**src/rtl/button_conditioner_if.sv**
```systemverilog
// Raw-input / conditioned-output bundle for button_conditioner.
interface button_conditioner_if #(parameter int N = 6);
  logic [N-1:0] raw_in;
  logic [N-1:0] level;
  logic [N-1:0] rise;
  logic [N-1:0] fall;
  logic [N-1:0] press;

  modport master (output raw_in, input level, rise, fall, press);
  modport slave  (input raw_in, output level, rise, fall, press);
endinterface

```
**src/rtl/button_conditioner.sv**
```systemverilog
// Per-channel polarity normalise, 2-flop sync and debounce FSM with rise/fall/press strobes.
// Optional auto-repeat on press: define BUTTON_CONDITIONER_AUTOREPEAT_EN.
module button_conditioner_ch #(
  parameter int DEBOUNCE_CYCLES = 16,
  parameter int CNT_W           = 16,
  parameter int REPEAT_DELAY    = 5000,
  parameter int REPEAT_PERIOD   = 1000
) (
  input  logic clk,
  input  logic preset,
  input  logic s,
  output logic level,
  output logic rise,
  output logic fall,
  output logic press
);
  typedef enum logic [1:0] {IDLE, ARMING, HELD, RELEASING} state_t;

  localparam logic [CNT_W-1:0] CNT_MAX = CNT_W'(DEBOUNCE_CYCLES - 1);

  state_t           state_q, state_d;
  logic [CNT_W-1:0] cnt_q, cnt_d;
  logic             level_d, rise_d, fall_d, press_d;

  always_ff @(posedge clk or posedge preset) begin
    if (preset) begin
      state_q <= IDLE;
      cnt_q   <= '0;
      level   <= 1'b0;
      rise    <= 1'b0;
      fall    <= 1'b0;
      press   <= 1'b0;
    end else begin
      state_q <= state_d;
      cnt_q   <= cnt_d;
      level   <= level_d;
      rise    <= rise_d;
      fall    <= fall_d;
      press   <= press_d;
    end
  end

  // Counter is compared before increment and cleared on every state entry.
  always_comb begin
    state_d = state_q;
    cnt_d   = cnt_q;
    level_d = level;
    rise_d  = 1'b0;
    fall_d  = 1'b0;
    case (state_q)
      IDLE: if (s) begin
        state_d = ARMING;
        cnt_d   = '0;
      end
      ARMING: begin
        if (!s) begin
          state_d = IDLE;
          cnt_d   = '0;
        end else if (cnt_q == CNT_MAX) begin
          state_d = HELD;
          cnt_d   = '0;
          level_d = 1'b1;
          rise_d  = 1'b1;
        end else begin
          cnt_d = cnt_q + 1'b1;
        end
      end
      HELD: if (!s) begin
        state_d = RELEASING;
        cnt_d   = '0;
      end
      RELEASING: begin
        if (s) begin
          state_d = HELD;
          cnt_d   = '0;
        end else if (cnt_q == CNT_MAX) begin
          state_d = IDLE;
          cnt_d   = '0;
          level_d = 1'b0;
          fall_d  = 1'b1;
        end else begin
          cnt_d = cnt_q + 1'b1;
        end
      end
      default: begin
        state_d = IDLE;
        cnt_d   = '0;
        level_d = 1'b0;
      end
    endcase
  end

`ifdef BUTTON_CONDITIONER_AUTOREPEAT_EN
  localparam int RMAX = (REPEAT_DELAY > REPEAT_PERIOD) ? REPEAT_DELAY : REPEAT_PERIOD;
  localparam int RW   = $clog2(RMAX + 1);
  localparam logic [RW-1:0] R_DELAY  = RW'(REPEAT_DELAY - 1);
  localparam logic [RW-1:0] R_PERIOD = RW'(REPEAT_PERIOD - 1);

  logic [RW-1:0] rcnt_q, rcnt_d;
  logic          rphase_q, rphase_d;  // 0: waiting initial delay, 1: periodic
  logic          rep_hit;

  always_ff @(posedge clk or posedge preset) begin
    if (preset) begin
      rcnt_q   <= '0;
      rphase_q <= 1'b0;
    end else begin
      rcnt_q   <= rcnt_d;
      rphase_q <= rphase_d;
    end
  end

  always_comb begin
    rcnt_d   = rcnt_q;
    rphase_d = rphase_q;
    rep_hit  = 1'b0;
    if (rise_d || state_d == IDLE) begin
      rcnt_d   = '0;
      rphase_d = 1'b0;
    end else if (state_q == HELD || state_q == RELEASING) begin
      if (rcnt_q == (rphase_q ? R_PERIOD : R_DELAY)) begin
        rep_hit  = 1'b1;
        rcnt_d   = '0;
        rphase_d = 1'b1;
      end else begin
        rcnt_d = rcnt_q + 1'b1;
      end
    end
    press_d = rise_d | rep_hit;
  end
`else
  assign press_d = rise_d;
`endif
endmodule

module button_conditioner #(
  parameter int             N               = 6,
  parameter logic [N-1:0]   ACTIVE_LOW_MASK = 6'b001111,
  parameter int             DEBOUNCE_CYCLES = 16,
  parameter int             CNT_W           = 16,
  parameter int             REPEAT_DELAY    = 5000,
  parameter int             REPEAT_PERIOD   = 1000
) (
  input logic                 clk,
  input logic                 preset,
  button_conditioner_if.slave bus
);
  logic [N-1:0] sync1, sync2;
  logic [N-1:0] level_w, rise_w, fall_w, press_w;

  always_ff @(posedge clk or posedge preset) begin
    if (preset) begin
      sync1 <= '0;
      sync2 <= '0;
    end else begin
      sync1 <= bus.raw_in ^ ACTIVE_LOW_MASK;
      sync2 <= sync1;
    end
  end

  for (genvar i = 0; i < N; i++) begin : g_ch
    button_conditioner_ch #(
      .DEBOUNCE_CYCLES (DEBOUNCE_CYCLES),
      .CNT_W           (CNT_W),
      .REPEAT_DELAY    (REPEAT_DELAY),
      .REPEAT_PERIOD   (REPEAT_PERIOD)
    ) u_ch (
      .clk    (clk),
      .preset (preset),
      .s      (sync2[i]),
      .level  (level_w[i]),
      .rise   (rise_w[i]),
      .fall   (fall_w[i]),
      .press  (press_w[i])
    );
  end

  assign bus.level = level_w;
  assign bus.rise  = rise_w;
  assign bus.fall  = fall_w;
  assign bus.press = press_w;
endmodule

```
**src/flat_wrapper.sv**
```systemverilog
// flat-port wrapper written by rule: the top's interface ports become plain ports
module button_conditioner_flat 
#(
  parameter int             N               = 6,
  parameter logic [N-1:0]   ACTIVE_LOW_MASK = 6'b001111,
  parameter int             DEBOUNCE_CYCLES = 16,
  parameter int             CNT_W           = 16,
  parameter int             REPEAT_DELAY    = 5000,
  parameter int             REPEAT_PERIOD   = 1000
)
  (clk, preset, bus_raw_in, bus_level, bus_rise, bus_fall, bus_press);
  button_conditioner_if #(.N(N)) bus_i ();
  input logic clk;
  input logic preset;
  input wire logic [$bits(bus_i.raw_in)-1:0] bus_raw_in;
  output wire logic [$bits(bus_i.level)-1:0] bus_level;
  output wire logic [$bits(bus_i.rise)-1:0] bus_rise;
  output wire logic [$bits(bus_i.fall)-1:0] bus_fall;
  output wire logic [$bits(bus_i.press)-1:0] bus_press;
  assign bus_i.raw_in = bus_raw_in;
  assign bus_level = bus_i.level;
  assign bus_rise = bus_i.rise;
  assign bus_fall = bus_i.fall;
  assign bus_press = bus_i.press;
  button_conditioner #(.N(N), .ACTIVE_LOW_MASK(ACTIVE_LOW_MASK), .DEBOUNCE_CYCLES(DEBOUNCE_CYCLES), .CNT_W(CNT_W), .REPEAT_DELAY(REPEAT_DELAY), .REPEAT_PERIOD(REPEAT_PERIOD)) u_core (.clk(clk), .preset(preset), .bus(bus_i));
endmodule
```
**config.mk**
```make
export PLATFORM = sky130hd
export DESIGN_NAME = button_conditioner_flat
export DESIGN_NICKNAME = d
export VERILOG_FILES = /design/src/rtl/button_conditioner_if.sv /design/src/rtl/button_conditioner.sv /design/src/flat_wrapper.sv
export SDC_FILE = /design/constraint.sdc
export NUM_CORES = 1
export LEC_CHECK = 0
export CAP_MARGIN = 0
export CORE_MARGIN = 8
export CORE_UTILIZATION = 65
export DETAILED_ROUTE_END_ITERATION = 16
export DONT_BUFFER_PORTS = 1
export PLACE_DENSITY = 0.78
export SLEW_MARGIN = 40
export SYNTH_ARGS = -nofsm -noshare
export SYNTH_HDL_FRONTEND = slang
export SYNTH_SLANG_ARGS = --single-unit
```
**constraint.sdc**
```tcl
create_clock -name clk -period 9.55 [get_ports clk]
set_clock_uncertainty 0.1 [all_clocks]
set_input_delay 2.3875 -clock clk [delete_from_list [all_inputs] [get_ports clk]]
set_output_delay 2.3875 -clock clk [all_outputs]
set_load 0.01 [all_outputs]
```
# After elaboration in Yosys (flattened, before gate mapping)
# Cells that the tools add are included.
# op_classes
bitwise_logic	1
n_reduce_logical	30
n_eq_ne	72
add_sub_neg	6
mux	138
# ops
operator	count
$mux W16	30
$pmux W16 S4	6
$add A16 B1 Y16 const B	6
$eq A16 B4 Y1 const B	6
$mux W2	36
$mux W1	54
$ne A2 B2 Y1 const B	24
$pmux W2 S4	6
$reduce_and A5 Y1	6
$eq A2 B2 Y1 const B	12
$ne A2 B1 Y1 const B	12
$reduce_and A4 Y1	6
$ne A3 B2 Y1 const B	6
$ne A3 B3 Y1 const B	6
$eq A2 B1 Y1 const B	6
$logic_not A2 Y1	6
$pmux W1 S2	6
$reduce_and A2 Y1	6
$reduce_bool A2 Y1	6
$not A4 Y4	1
# totals
inputBits	8
out_inout_bits	24
wordCells	279
ff_bits	138

# Longest topological paths before layout
# depth
depth_word	4
depth_mapped	8
depth_no_buf	6

# Cells and area by module
# A second synthesis with hierarchy kept.
# unflattened
cells_unflattened	707
area_unflattened_um2	7060.5
# modules_own_cells
module	area_per_inst_um2	seq_area_each_um2	n_inst	cells_per_inst
button_conditioner_ch (u_core.g_ch[2].u_ch ...)	1114.8	525.5	3	114
button_conditioner_ch (u_core.g_ch[0].u_ch)	1183.6	525.5	1	123
button_conditioner_ch (u_core.g_ch[1].u_ch)	1116.1	525.5	1	112
button_conditioner_ch (u_core.g_ch[5].u_ch)	1097.3	525.5	1	113
button_conditioner	319.1	300.3	1	17

# Least setup slack after synthesis
# OpenSTA, ideal clock, no wires.
# synth_timing
path_type	register to output
startpoint	register u_core.g_ch[2].u_ch.level
endpoint	output bus_level[2]
setup_slack_ps	6560
required_time_ps	7062
stages_incl_launch_ff	2
arrival_time_ps	502
n_path_buf	1
path_cell_list	dfrtp_1 > buf_4
# synth_rtl
element	line	rtl
from (decl)	button_conditioner.sv:12	output logic level,
from (signal assigned)	button_conditioner.sv:36	level <= level_d;
to (decl)	flat_wrapper.sv:16	output wire logic [$bits(bus_i.level)-1:0] bus_level;
# No word-level cell between the ends.

==> qor.txt <==
RSZ-0062 raised after global routing - false
Hold_buf cts - 0
Synth area leaders - dfrtp_1, nand2_1, o21ai_0
Synthesized area per cell - 8.98 um^2
Post-CTS sizing - 0
Total global routing overflow - 0
First-pass DRT Iterations - 5
Req. time, crit path - 7.06 ns
Critical Setup Path Class - flip-flop to output pin
Hold Fails Final Rpt - 0
Die area - 14200 um^2
Final WS setup - 6.08 ns
H-tree levels - 4
Die H - 119 um
Area leader, netlist - dfrtp_1
Synth top area share - 50.0%
Via-per-instance ratio - 6.34
DR vias - 5597
Final wirelength - 14600 um
Post-Syn Instances - 769
Postcts setup bufs - 0
# Max-Cap Violations - 0
CP endpoint kind - output pin
Hold Path Class - flip-flop to flip-flop
Antenna violations before repair - 1
Clk Latency, worst-skew pair - 0.54 ns
Reg2Reg Depth - 6
Yosys Warn Count - 0
Detailed Place HPWL - 9380 um
CP startpoint kind - flip-flop
Max_slew headroom - 44.6%
Final setup vio count - 0
CTS tree - yes
TritonCTS sink count - 138
Pin count of the biggest net entering global routing - 73
Drt wl/cell - 16.5 um
F_max - 288 MHz
Most numerous cell in the Yosys netlist - dfrtp_1
Diodes inserted - 0
R2R setup slack - 7.14 ns
Share of flip-flops with an asynchronous set or reset - 100%
First-pass GRT wire length - 24900 um
Nets@finish - 748
Initial Utilization - 66.9%
Antenna viol nets, final - 0
Layout area overhead - 7.52%
CP startpoint - u_core.g_ch[3].u_ch.press$_DFF_PP0_
Synthesized area - 6910 um^2
Fraction of layout cells with a size suffix above 1 - 7.90%
TritonCTS Buffers - 17
Pwr Density - 253 nW/um^2
Syn_nets - 783
Lkg Pwr - 0.00316 uW
Post-synthesis sequential area ratio - 50.0%
Core area - 10300 um^2
Number of global-route vias before repair - 5271
CTS clk-pin slew, worst paths - 0.06 ns
Worst r2r dst - u_core.g_ch[1].u_ch.cnt_q[11]$_DFFE_PP0P_
Crit. path cell count - 0
EDFF count, synth - 0
Crit share post-route - 36.3%
Clock root buffer - clkbuf_8
Worst-margin pin slew - 0.824 ns
Setup TNS Final - 0 ns
Most frequent cells after synthesis - dfrtp_1, nand2_1, o21ai_0
Number of buffers added on ports - 0
Initial DRC count - 588
Placement Setup Slack - 5.99 ns
Status - finished clean
Total track usage - 21.3%
Yosys reg bits - 138
CP arrival - 0.98 ns
Max VDD drop - 0.200 mV
Prevailing post-synth register cell - dfrtp_1
Routability-driven placement congestion ratio - 0.854
Rows - 37
Post-synthesis cell type count - 47
Crit path max fanout - 2
Launching point of the worst reg2reg path - u_core.g_ch[1].u_ch.cnt_q[0]$_DFFE_PP0P_
I/O pin total - 32
Post-route minimum period - 3.47 ns
Final count of pins violating max slew - 0
Number of remaining DRC errors - 0
Die W - 119 um
Setup crit end - bus_rise[3]
Clock Path Buffers - 2
[cell usage in the layout, fill, tap and decap left out, types with 5 or more instances in the layout]
| cell | netlist | final |
|---|---|---|
| and3_1 | 12 | 12 |
| and4_1 | 9 | 9 |
| xor2_1 | 8 | 8 |
| a21oi_1 | 38 | 38 |
| bufinv_16 | 0 | 5 |
| or2_2 | 11 | 11 |
| o21ai_0 | 75 | 75 |
| mux2_2 | 6 | 6 |
| clkinv_2 | 0 | 5 |
| nor2_1 | 54 | 50 |
| dfrtp_1 | 138 | 138 |
| a31oi_1 | 35 | 35 |
| a21o_1 | 10 | 10 |
| nor3b_1 | 10 | 10 |
| nor4_1 | 22 | 22 |
| nand2_1 | 100 | 100 |
| ha_1 | 6 | 6 |
| nand3_1 | 46 | 46 |
| nor3_1 | 33 | 33 |
| nand4_1 | 15 | 15 |
| inv_1 | 24 | 23 |
| clkbuf_16 | 0 | 16 |
| or3_1 | 16 | 16 |
| a22o_1 | 12 | 12 |
[worst register-to-register path, stage by stage, from the launching register on]
cell     delay (ns)
dfrtp_1        0.42
ha_1           0.23
and3_1         0.20
and4_1         0.28
or2_0          0.61
o21ai_0        0.20
a22o_1         0.26
[final cells by class]
class                           instances  area [um^2]
Fill cell                             761         2900
Clock inverter                         13          199
Timing Repair Buffer                    1         11.3
Sequential cell                       138         3450
Multi-Input combinational cell        552         3070
Clock buffer                           19          432
Tap cell                              136          170
Inverter                               24         95.1
[power by group]
part	internal [uW]	switching, uW	leakage (uW)
clock	455	246	0.000307
combinational	151	312	0.000982
sequential	641	76.6	0.00187
total	1250	635	0.00316
[layer usage]
metal / track usage [%] / wire length (um) / vias up
li1: - / - / 2692
met4: 9.57 / 244 / 0
met5: 0 / 0 / -
met2: 32.7 / 6840 / 178
met3: 6.33 / 972 / 24
met1: 27.5 / 6540 / 2703
[worst min path at each step]
stage | from | endpoint | cells after the start
finish | u_core.sync1[1]$_DFF_PP0_ | u_core.sync2[1]$_DFF_PP0_ | 0
global route | u_core.sync1[1]$_DFF_PP0_ | u_core.sync2[1]$_DFF_PP0_ | 0
CTS | u_core.sync1[1]$_DFF_PP0_ | u_core.sync2[1]$_DFF_PP0_ | 0
detailed placement | u_core.sync1[1]$_DFF_PP0_ | u_core.sync2[1]$_DFF_PP0_ | 0
global placement | u_core.sync1[4]$_DFF_PP0_ | u_core.sync2[4]$_DFF_PP0_ | 0
floorplan | u_core.sync1[0]$_DFF_PP0_ | u_core.sync2[0]$_DFF_PP0_ | 0
[per-stage QoR]
step                utilization [%]  total power, uW  instances  hold slack [ns]  cell area [um^2]
floorplan                         -             1080        769            0.231              6910
global placement               65.7             1150        851            0.236              6780
detailed placement             65.8             1170        851            0.237              6790
CTS                            71.9             1890        883            0.251              7420
global route                   71.9             1980        883            0.262              7430
finish                         71.9             1880        883            0.247              7430
[registers in the layout, indices dropped and copies added, names as in the netlist, named ones only]
| register | count |
|---|---|
| u_core.g_ch.u_ch.cnt_q | 96 |
| u_core.g_ch.u_ch.state_q | 6 |
| u_core.g_ch.u_ch.level | 6 |
| u_core.g_ch.u_ch.fall | 6 |
| u_core.sync1 | 6 |
| u_core.g_ch.u_ch.press | 6 |
| u_core.sync2 | 6 |
[cells by family after synthesis]
logic type,Yosys count,synth area share [%]
AOI/OAI and AO/OA,194,16.8
xor gates and xnor gates,8,1.01
adders and majority gates,6,1.09
buffers and inverters,79,5.76
DFF,138,50.0
muxes,7,1.12
and+or+nand+nor,337,24.2
Power figures use the tool's default switching activity.
